[config.mk]
export PLATFORM = sky130hd
export DESIGN_NAME = mmio_router
export DESIGN_NICKNAME = d
export VERILOG_FILES = /design/src/rtl/mmio_router.sv
export SDC_FILE = /design/constraint.sdc
export NUM_CORES = 1
export LEC_CHECK = 0
export BUFFER_PORTS_ARGS = -buffer_cell sky130_fd_sc_hd__buf_2
export CELL_PAD_IN_SITES_DETAIL_PLACEMENT = 2
export CELL_PAD_IN_SITES_GLOBAL_PLACEMENT = 2
export CORE_AREA = 2 2 320 322
export CTS_CLUSTER_DIAMETER = 150
export CTS_CLUSTER_SIZE = 12
export DETAILED_ROUTE_END_ITERATION = 8
export DIE_AREA = 0 0 322 324
export GPL_ROUTABILITY_DRIVEN = 0
export GPL_TIMING_DRIVEN = 0
export MAX_ROUTING_LAYER = met4
export PLACE_DENSITY_LB_ADDON = 0.1
export SLEW_MARGIN = 20
export SYNTH_ARGS = -nofsm -noshare
export SYNTH_HDL_FRONTEND = slang
export SYNTH_SLANG_ARGS = --single-unit
[constraint.sdc]
create_clock -name clk -period 2.8 [get_ports clk]
set_input_delay 0.28 -clock clk [delete_from_list [all_inputs] [get_ports clk]]
set_output_delay 0.28 -clock clk [all_outputs]
set_load 0.02 [all_outputs]
[src/rtl/mmio_router.sv]
// Routes one core Membus request to RAM, ROM or ACLINT by address window; unmapped gets a local zero reply (optional fault pulse with MMIO_ROUTER_FAULT_EN).
// Mapped: 3 cycles per access with a 1-cycle slave, unmapped: 2; core_ready only in IDLE, downstream valid held until ready.
module mmio_router #(
  parameter logic [63:0] RAM_BASE    = 64'h8000_0000,
  parameter logic [63:0] RAM_SIZE    = 64'h1000_0000,
  parameter logic [63:0] ROM_BASE    = 64'h0000_1000,
  parameter logic [63:0] ROM_SIZE    = 64'h0000_1000,
  parameter logic [63:0] ACLINT_BASE = 64'h0200_0000,
  parameter logic [63:0] ACLINT_SIZE = 64'h0001_0000
) (
  input  logic        clk,
  input  logic        rst,

  input  logic        core_valid,
  output logic        core_ready,
  input  logic [63:0] core_addr,
  input  logic        core_wen,
  input  logic [63:0] core_wdata,
  input  logic [7:0]  core_wmask,
  output logic        core_rvalid,
  output logic [63:0] core_rdata,

  output logic        ram_membus_valid,
  input  logic        ram_membus_ready,
  output logic [63:0] ram_membus_addr,
  output logic        ram_membus_wen,
  output logic [63:0] ram_membus_wdata,
  output logic [7:0]  ram_membus_wmask,
  input  logic        ram_membus_rvalid,
  input  logic [63:0] ram_membus_rdata,

  output logic        rom_membus_valid,
  input  logic        rom_membus_ready,
  output logic [63:0] rom_membus_addr,
  output logic        rom_membus_wen,
  output logic [63:0] rom_membus_wdata,
  output logic [7:0]  rom_membus_wmask,
  input  logic        rom_membus_rvalid,
  input  logic [63:0] rom_membus_rdata,

  output logic        aclint_membus_valid,
  input  logic        aclint_membus_ready,
  output logic [63:0] aclint_membus_addr,
  output logic        aclint_membus_wen,
  output logic [63:0] aclint_membus_wdata,
  output logic [7:0]  aclint_membus_wmask,
  input  logic        aclint_membus_rvalid,
  input  logic [63:0] aclint_membus_rdata,

  output logic        fault
);

  typedef enum logic [1:0] {IDLE, REQ, RESP, ERR} state_t;
  typedef enum logic [1:0] {SEL_RAM, SEL_ROM, SEL_ACLINT, SEL_NONE} sel_t;

  localparam logic [63:0] RAM_END    = RAM_BASE + RAM_SIZE;
  localparam logic [63:0] ROM_END    = ROM_BASE + ROM_SIZE;
  localparam logic [63:0] ACLINT_END = ACLINT_BASE + ACLINT_SIZE;

  state_t      state;
  sel_t        sel_q;
  sel_t        dec_sel;
  logic        req_vld;
  logic [63:0] addr_q;
  logic        wen_q;
  logic [63:0] wdata_q;
  logic [7:0]  wmask_q;

  logic        tgt_ready;
  logic        tgt_rvalid;
  logic [63:0] tgt_rdata;

  always_comb begin
    dec_sel = SEL_NONE;
    if (core_addr >= RAM_BASE && core_addr < RAM_END)
      dec_sel = SEL_RAM;
    else if (core_addr >= ROM_BASE && core_addr < ROM_END)
      dec_sel = SEL_ROM;
    else if (core_addr >= ACLINT_BASE && core_addr < ACLINT_END)
      dec_sel = SEL_ACLINT;
  end

  // Only the captured target's handshake and response are ever looked at.
  always_comb begin
    tgt_ready  = 1'b0;
    tgt_rvalid = 1'b0;
    tgt_rdata  = '0;
    case (sel_q)
      SEL_RAM: begin
        tgt_ready  = ram_membus_ready;
        tgt_rvalid = ram_membus_rvalid;
        tgt_rdata  = ram_membus_rdata;
      end
      SEL_ROM: begin
        tgt_ready  = rom_membus_ready;
        tgt_rvalid = rom_membus_rvalid;
        tgt_rdata  = rom_membus_rdata;
      end
      SEL_ACLINT: begin
        tgt_ready  = aclint_membus_ready;
        tgt_rvalid = aclint_membus_rvalid;
        tgt_rdata  = aclint_membus_rdata;
      end
      default: ;
    endcase
  end

  always_ff @(posedge clk) begin
    if (!rst) begin
      state   <= IDLE;
      sel_q   <= SEL_NONE;
      req_vld <= 1'b0;
      addr_q  <= '0;
      wen_q   <= 1'b0;
      wdata_q <= '0;
      wmask_q <= '0;
    end else begin
      case (state)
        IDLE: begin
          if (core_valid) begin
            addr_q  <= core_addr;
            wen_q   <= core_wen;
            wdata_q <= core_wdata;
            wmask_q <= core_wmask;
            sel_q   <= dec_sel;
            if (dec_sel == SEL_NONE) begin
              state <= ERR;
            end else begin
              state   <= REQ;
              req_vld <= 1'b1;
            end
          end
        end
        REQ: begin
          if (tgt_ready) begin
            req_vld <= 1'b0;
            state   <= RESP;
          end
        end
        RESP: begin
          if (tgt_rvalid)
            state <= IDLE;
        end
        ERR:     state <= IDLE;
        default: state <= IDLE;
      endcase
    end
  end

  assign core_ready  = (state == IDLE);
  assign core_rvalid = (state == ERR) || ((state == RESP) && tgt_rvalid);
  assign core_rdata  = (state == RESP) ? tgt_rdata : '0;

  assign ram_membus_valid    = req_vld && (sel_q == SEL_RAM);
  assign rom_membus_valid    = req_vld && (sel_q == SEL_ROM);
  assign aclint_membus_valid = req_vld && (sel_q == SEL_ACLINT);

  assign ram_membus_addr     = addr_q;
  assign ram_membus_wen      = wen_q;
  assign ram_membus_wdata    = wdata_q;
  assign ram_membus_wmask    = wmask_q;
  assign rom_membus_addr     = addr_q;
  assign rom_membus_wen      = wen_q;
  assign rom_membus_wdata    = wdata_q;
  assign rom_membus_wmask    = wmask_q;
  assign aclint_membus_addr  = addr_q;
  assign aclint_membus_wen   = wen_q;
  assign aclint_membus_wdata = wdata_q;
  assign aclint_membus_wmask = wmask_q;

`ifdef MMIO_ROUTER_FAULT_EN
  logic fault_q;

  // Set on the accepting edge so the pulse lines up with the ERR-state rvalid.
  always_ff @(posedge clk) begin
    if (!rst)
      fault_q <= 1'b0;
    else
      fault_q <= core_ready && core_valid && (dec_sel == SEL_NONE);
  end

  assign fault = fault_q;
`else
  assign fault = 1'b0;
`endif

endmodule

[Yosys cells after proc, flatten, opt, wreduce, memory -nomap -nowiden]
Cells that the tools add are included.
W data, S select, Z words.
Storage, ports and cells
  bits in registers: 142
  input bits: 338
  word-level logic and storage cells: 53
Cells by class
  magnitude comparators: 6
  mux-type cells: 16
  reduce and logical (&&, ||, !) cells: 14
  equality and inequality tests: 10
Operators by type and width (number)
  $pmux W64 S3: 1
  $ge A64 B13 Y1 const B: 1
  $ge A64 B26 Y1 const B: 1
  $ge A64 B32 Y1 const B: 1
  $lt A64 B14 Y1 const B: 1
  $lt A64 B26 Y1 const B: 1
  $lt A64 B32 Y1 const B: 1
  $mux W64: 1
  $mux W2: 6
  $eq A2 B2 Y1 const B: 4
  $ne A2 B2 Y1 const B: 4
  $pmux W2 S4: 1
  $logic_and A1 B1 Y1: 7
  $pmux W1 S3: 2
  $eq A2 B1 Y1 const B: 2
  $logic_not A2 Y1: 2
  $mux W1: 4
  $reduce_and A4 Y1: 1
  $reduce_and A3 Y1: 1
  $pmux W1 S2: 1
  $reduce_and A2 Y1: 1
  $reduce_bool A2 Y1: 1
  $logic_or A1 B1 Y1: 1

[Longest topological paths before layout]
Gate-level depths: netlist of run 1.
  depth after elaboration: 9
  mapped depth: 7
  gate-level depth less buffers: 4

[Worst setup path after synthesis of run 1]
Ideal clock, no wire load.
  kind: reg2out
  start point: reg sel_q[0]
  end point: out core_rdata[33]
  buffers on the path: 3
  cell stages (with the launch flop): 7
  data arrival time: 1.412 ns
  setup slack: 1.108 ns
  cells stage by stage: dfxtp_1 > buf_2 > nor2b_1 > buf_2 > buf_1 > a21oi_1 > nor2_1
Between the ends
  longest elaborated chain between the ends: 3
Ends and longest elaborated chain
  start: declaration: RTL line 61  | sel_t sel_q;
  start signal: assignment: RTL line 125  | sel_q <= dec_sel;
  $eq A2 B2 Y1 (tied with other cells): RTL line 88  | case (sel_q)
  $pmux W64 S3 *: RTL line 88
  $mux W64 *: RTL line 152  | assign core_rdata = (state == RESP) ? tgt_rdata : '0;
  end: declaration: RTL line 21  | output logic [63:0] core_rdata,
Mark *: on every way between the ends. The rest lies on a longest branch, timed or not.

[Worst setup path in the final report of run 1]
  start point: reg sel_q[0]
  end point: out core_rdata[50]
The elaborated chain is that of the path after synthesis.

==> results of run 1 <==
## logic make-up (layout without fill, tap and decap cells)
group	count (synthesis)	after routing	synth area share
other	1	35	0.000425
buffers and inverters	356	1277	0.275
flip-flops	142	142	0.322
multiplexers	66	66	0.0749
AO/OA/AOI/OAI	219	219	0.128
AND/OR/NAND/NOR	437	437	0.199
## sequential cells by signal, indices dropped and copies added (netlist names)
register	cells
aclint_membus_wen	1
req_vld	1
state	2
aclint_membus_wmask	8
sel_q	2
aclint_membus_wdata	64
aclint_membus_addr	64
## power groups by stage
stage               Combinational (W)  Sequential (W)  Clock [W]
floorplan                     0.00122         0.00254          0
global placement              0.00239         0.00247          0
detailed placement            0.00240         0.00249          0
CTS                           0.00251         0.00244    0.00271
global route                  0.00265         0.00246    0.00275
finish                        0.00243         0.00241    0.00252
## cell type report
type	count	area (um^2)	share of cell area
tap	1309	1640	0.102
buffer	351	2420	0.151
clock buffer	17	425	0.0266
multi-input combinational	723	3570	0.223
inverter	5	18.8	0.00117
clock inverter	15	190	0.0119
timing repair buffer	889	4810	0.300
antenna	34	85.1	0.00531
sequential	142	2840	0.178
## final timing paths
| check | slack [ps] | to |
|---|---|---|
| hold reg to reg | 500 | aclint_membus_addr[23] |
| setup / recovery | 220 | core_rdata[50] |
| hold / removal | 60 | aclint_membus_addr[43] |
| setup reg to reg | 630 | aclint_membus_wdata[52] |
## worst max-delay path, stage by stage, from the launching register on
cell and delay, ps:
dfxtp_1 300, buf_4 190, buf_4 220, nand2_1 120, nand3_4 180, buf_2 270, nor2_1 290, buf_2 230
## per-stage QoR
stage	setup TNS, ps	utilization	power [W]	hold WS (ps)	setup WS (ps)
3_3_place_gp	-480	0.144	0.00486	477	-274
6_report	0	0.158	0.00736	59.6	221
5_1_grt	0	0.158	0.00785	23.7	16.5
2_1_floorplan	0	-	0.00377	416	1110
3_5_place_dp	0	0.144	0.00489	490	121
4_1_cts	0	0.158	0.00765	0.0940	19.2
## synthesized netlist by cell type (all sizes together), types with 2 or more instances
| cell | n | area, um^2 |
|---|---|---|
| nor4 | 12 | 103 |
| nor3 | 3 | 15.0 |
| nor3b | 2 | 20.0 |
| and3b | 2 | 17.5 |
| nand3 | 2 | 10.0 |
| buf | 326 | 2310 |
| clkbuf | 25 | 93.8 |
| dfxtp | 142 | 2840 |
| nor2 | 129 | 484 |
| a21oi | 208 | 1040 |
| inv | 4 | 15.0 |
| mux2i | 66 | 661 |
| nand4 | 3 | 18.8 |
| o21ai | 4 | 20.0 |
| nand2 | 277 | 1040 |
## layer usage
layer  vias to the layer above  part of all wire
met5                         -                 0
met1                      5392              0.37
met4                         0             0.010
met2                       492              0.54
met3                        36             0.083
li1                       5563                 -
## timing repair
| action | 4_1_cts | 5_1_grt |
|---|---|---|
| resized for setup | 11 | 8 |
| hold buffers | 72 | 0 |
| setup endpoints to repair | 60 | 39 |
| pin swaps | 0 | 0 |
| endpoints found under the hold margin | 72 | 0 |
==> impl_metrics.ini, run 1 <==
[route]
vias = 11483
drtIter0Drc = 197
drtPass1Iterations = 4
detail-route-antenna-nets = 0
routed_wl_um = 66200
wl_per_cell_um = 19.0
viasPerCell = 3.29
drc = 0

[timing]
setup_viol = 0
finalHoldViolations = 0
maxSlewViolCount = 0
period_minus_slack_ps = 2580
relSlewSlack = 0.360
fmax_mhz = 388
fin_crit_sh = 0.921
rsz0062_at_grt = false
skew_ps = 14.5
worst_pin_slew_ps = 960

[pwr]
power_frac_seq = 0.328
leakage_nw = 8.72
p_sw_w = 0.00278
p_clk_frac = 0.342
intPower_w = 0.00458
swShare = 0.378
power_density_nw_per_um2 = 460
p_comb_frac = 0.330
ir_drop_mv = 0.447

[logic_synthesis]
ys_ff_latch = 142
syn_avg_cell_area_um2 = 7.22
synth_cell_types = 36
syn_nets = 1559
async_flop_share = 0
synth_flop_cell = dfxtp_1
syn-cell-area_um2 = 8820
synth_cells = 1221
seq_area_frac_synth = 0.322
ys_warn_count = 0
synth-edff-count = 0

[run_status]
outcome = finished, final reports clean

[layout]
drive_gt1_frac = 0.553
post-route-cell-area_um2 = 16000
final_cell_mix = buf_2 (858), buf_4 (279), nand2_1 (277)
fin_cells = 3485
layout-area-overhead-vs-synth_pct = 81.6
final_common_cell = buf_2
fillers = 12243
final_nets = 2467

[clock_tree]
cts_max_path_buffers = 2
worst_skew_pair.late_latency_ps = 470
clock-root-buffer = clkbuf_16
h-tree-depth = 4
cts_num_sinks = 142
cts_tree = yes
cts_buffers = 17
postCtsSetupBuffers = 0
cts.clk_slew.worst_paths_ps = 80

[global_route]
grt_busiest_layer = met2
grt_use_met3 = 0.0455
grt_antenna_before_repair = 39
grt_use_total = 0.125
grt_pass1_wl_um = 89800
grt_max_degree = 17
use_met2 = 0.235
grt_pass1_vias = 12374
grt-ovfl-total = 0
grtUsageMet1 = 0.122

[worst_setup_path]
reg2reg_depth = 6
endpoint_kind = output port
crit_required_ps = 2520
criticalPathCategory = reg2out
cp_max_fo = 10
crit_path_start = sel_q[0]
cp.arrival_ps = 2300
r2r-start = state[1]
worstSetupStartpointType = flop

[hold_path]
hold_start = core_addr[43]
holdPathStages = 3
hold_class = in2reg

[placement]
dp_cells = 3347
detailed_place.area_um2 = 14500
port_buffers = 817
hpwl_um = 57300

[floorplan]
io_pins = 819
coreArea_um2 = 101000
num_rows = 117
die_h_um = 324
dieArea_um2 = 104000
dieWidth_um = 322
start_util = 0.0873

[flow_run]
maxCapViolCount = 0
Note: power is estimated with default switching activity, not from simulation.
==> inputs of run 2 (changes only) <==
Settings changed: CORE_AREA 2 2 320 322 to 2 2 319 321, DIE_AREA 0 0 322 324 to 0 0 321 323, SLEW_MARGIN 20 to not set.
Clock period 2.8 ns to 2.2 ns, I/O delays scaled along.
==> run 2 against run 1 <==
Worst hold slack got worse by 3.8 ps. Worst setup slack lost 190 ps. Clock-buffer cell count unchanged. Core utilization rose by 1.3 points. Routed wire length up 1.5%. Critical path type unchanged. Combinational power rose by 32%. Power grew 27%. Highest routed layer unchanged. Register-to-register slack worse by 400 ps. Clock power grew 22%. Sequential power is 27% higher.
==> impl_metrics.ini, run 2 (synthesis results as in run 1) <==
[route]
drtIter0Drc = 207
drc = 0
drtPass1Iterations = 4
detail-route-antenna-nets = 0
viasPerCell = 3.32
vias = 11787
routed_wl_um = 67200
wl_per_cell_um = 18.9

[worst_setup_path]
worstSetupStartpointType = flop
slowest_delay_ps = 330
criticalPathCategory = reg2out
cpMaxStageDelayCell = dfxtp_2
crit_path_start = sel_q[0]
r2r-start = state[1]
cp_num_buf_inv = 5
critPathTopFamily = buffers and inverters
rrSetupSlack_ps = 230
endpoint_kind = output port
cp_max_fo = 9
crit_cells = 8
cp_common_cell = buf_12
crit_path_cell_trace = buf_12, buf_12, nand2_8, nand3_4, buf_12, buf_12, nor2_2, buf_6
reg2reg_depth = 6
crit_end = core_rdata[17]
timing.rr.end = sel_q[1]
cp.arrival_ps = 1950
crit_required_ps = 1980

[placement]
port_buffers = 817
hpwl_um = 56900
dp_cells = 3347

[global_route]
grt_use_total = 0.129
grtUsageMet1 = 0.128
grt_antenna_before_repair = 33
grt_pass1_vias = 12845
grt-ovfl-total = 0
grt_pass1_wl_um = 92700
use_met2 = 0.244
grt_busiest_layer = met2
grt_use_met3 = 0.0450
grt_max_degree = 18

[layout]
final_common_cell = buf_2
drive_gt1_frac = 0.557
final_cell_mix = buf_2 (820), buf_4 (295), nand2_1 (276)
layout-area-overhead-vs-synth_pct = 95.5
fillers = 12142
fin_cells = 3553
final_nets = 2539

[pwr]
power_frac_seq = 0.328
p_clk_frac = 0.329
swShare = 0.391
intPower_w = 0.00570
ir_drop_mv = 0.512
p_comb_frac = 0.343
leakage_nw = 9.15
power_density_nw_per_um2 = 544
p_sw_w = 0.00367

[floorplan]
num_rows = 117
start_util = 0.0875
die_h_um = 323
dieWidth_um = 321
coreArea_um2 = 101000
io_pins = 819
dieArea_um2 = 104000

[hold_path]
hold_class = in2reg

[clock_tree]
cts_max_path_buffers = 2
cts.clk_slew.worst_paths_ps = 70
worst_skew_pair.late_latency_ps = 480
clock-root-buffer = clkbuf_16
cts_buffers = 17
cts_tree = yes
cts_num_sinks = 142
h-tree-depth = 4

[flow_run]
maxCapViolCount = 0

[timing]
relSlewSlack = 0.259
skew_ps = 11.8
worst_pin_slew_ps = 1110
maxSlewViolCount = 0
finalHoldViolations = 0
fin_crit_sh = 0.987
period_minus_slack_ps = 2170
fmax_mhz = 460
setup_viol = 0
tns_ps = 0
rsz0062_at_grt = true

[run_status]
outcome = finished, final reports clean
-- run 2: cell count changes in the layout (fill, tap and decap cells not counted), moves of 6 or more --
cell	before	now
dlygate4sd3_1	72	134
buf_2	858	820
buf_6	0	23
nor2_1	128	109
buf_4	279	295
nor2_4	0	15
buf_12	0	7
a21oi_1	207	201
a21oi_2	1	7
-- run 2: power groups by stage --
stage                     Clock, W  Combinational (W)  Sequential [W]
after global routing       0.00338            0.00350         0.00312
after floorplan                  0            0.00156         0.00324
after detailed placement         0            0.00305         0.00316
after global placement           0            0.00303         0.00314
final                      0.00308            0.00321         0.00307
after CTS                  0.00331            0.00330         0.00310
-- run 2: metrics by stage --
stage	setup WS, ps	hold WS, ps	util	total power (W)	cell area (um^2)
floorplan	568	356	-	0.00479	8820
detailed placement	-558	469	0.144	0.00621	14500
CTS	-68.9	2.47	0.169	0.00971	17000
finish	27.7	55.7	0.171	0.00937	17200
global placement	-544	463	0.144	0.00617	14500
global route	-112	23.3	0.171	0.0100	17200
-- run 2: repair_timing --
item / 4_1_cts / 5_1_grt
endpoints found under the setup margin: 200 / 94
resized for setup: 122 / 44
setup buffers: 5 / 1
gates cloned: 4 / 0
hold buffers: 134 / 0
pin swaps: 3 / 3
hold endpoints to repair: 134 / 0
-- run 2: worst min path at each step --
stage                              start                 endpoint  slack [ps]  cells past startpoint
after global routing       core_addr[33]   aclint_membus_addr[33]          20                      3
after global placement      core_addr[5]    aclint_membus_addr[5]         460                      3
after detailed placement  core_wdata[42]  aclint_membus_wdata[42]         470                      3
after floorplan            core_addr[24]   aclint_membus_addr[24]         360                      2
final                      core_addr[33]   aclint_membus_addr[33]          60                      3
after CTS                  core_addr[33]   aclint_membus_addr[33]           2                      3
-- run 2: cell type report --
| class | instances | area [um^2] | area share |
|---|---|---|---|
| clock buffer | 17 | 425 | 0.0247 |
| sequential | 142 | 2840 | 0.165 |
| inverter | 5 | 18.8 | 0.00109 |
| timing repair buffer | 960 | 5690 | 0.330 |
| tap | 1309 | 1640 | 0.0950 |
| buffer | 351 | 2580 | 0.150 |
| antenna | 30 | 75.1 | 0.00436 |
| multi-input combinational | 724 | 3780 | 0.220 |
| clock inverter | 15 | 170 | 0.00988 |
-- run 2: routing by layer --
metal  routed length, um  part of all wire
met1               24900              0.37
met2               36400              0.54
met3                5370             0.080
met4                 559            0.0083
met5                   0                 0
-- run 2: worst reg2reg max path, delay by kind of cell (launching register included) --
kind / cells / cell delay (ps)
simple gates: 3 / 790
buf+inv: 2 / 590
flops: 1 / 300
compound gates: 1 / 130
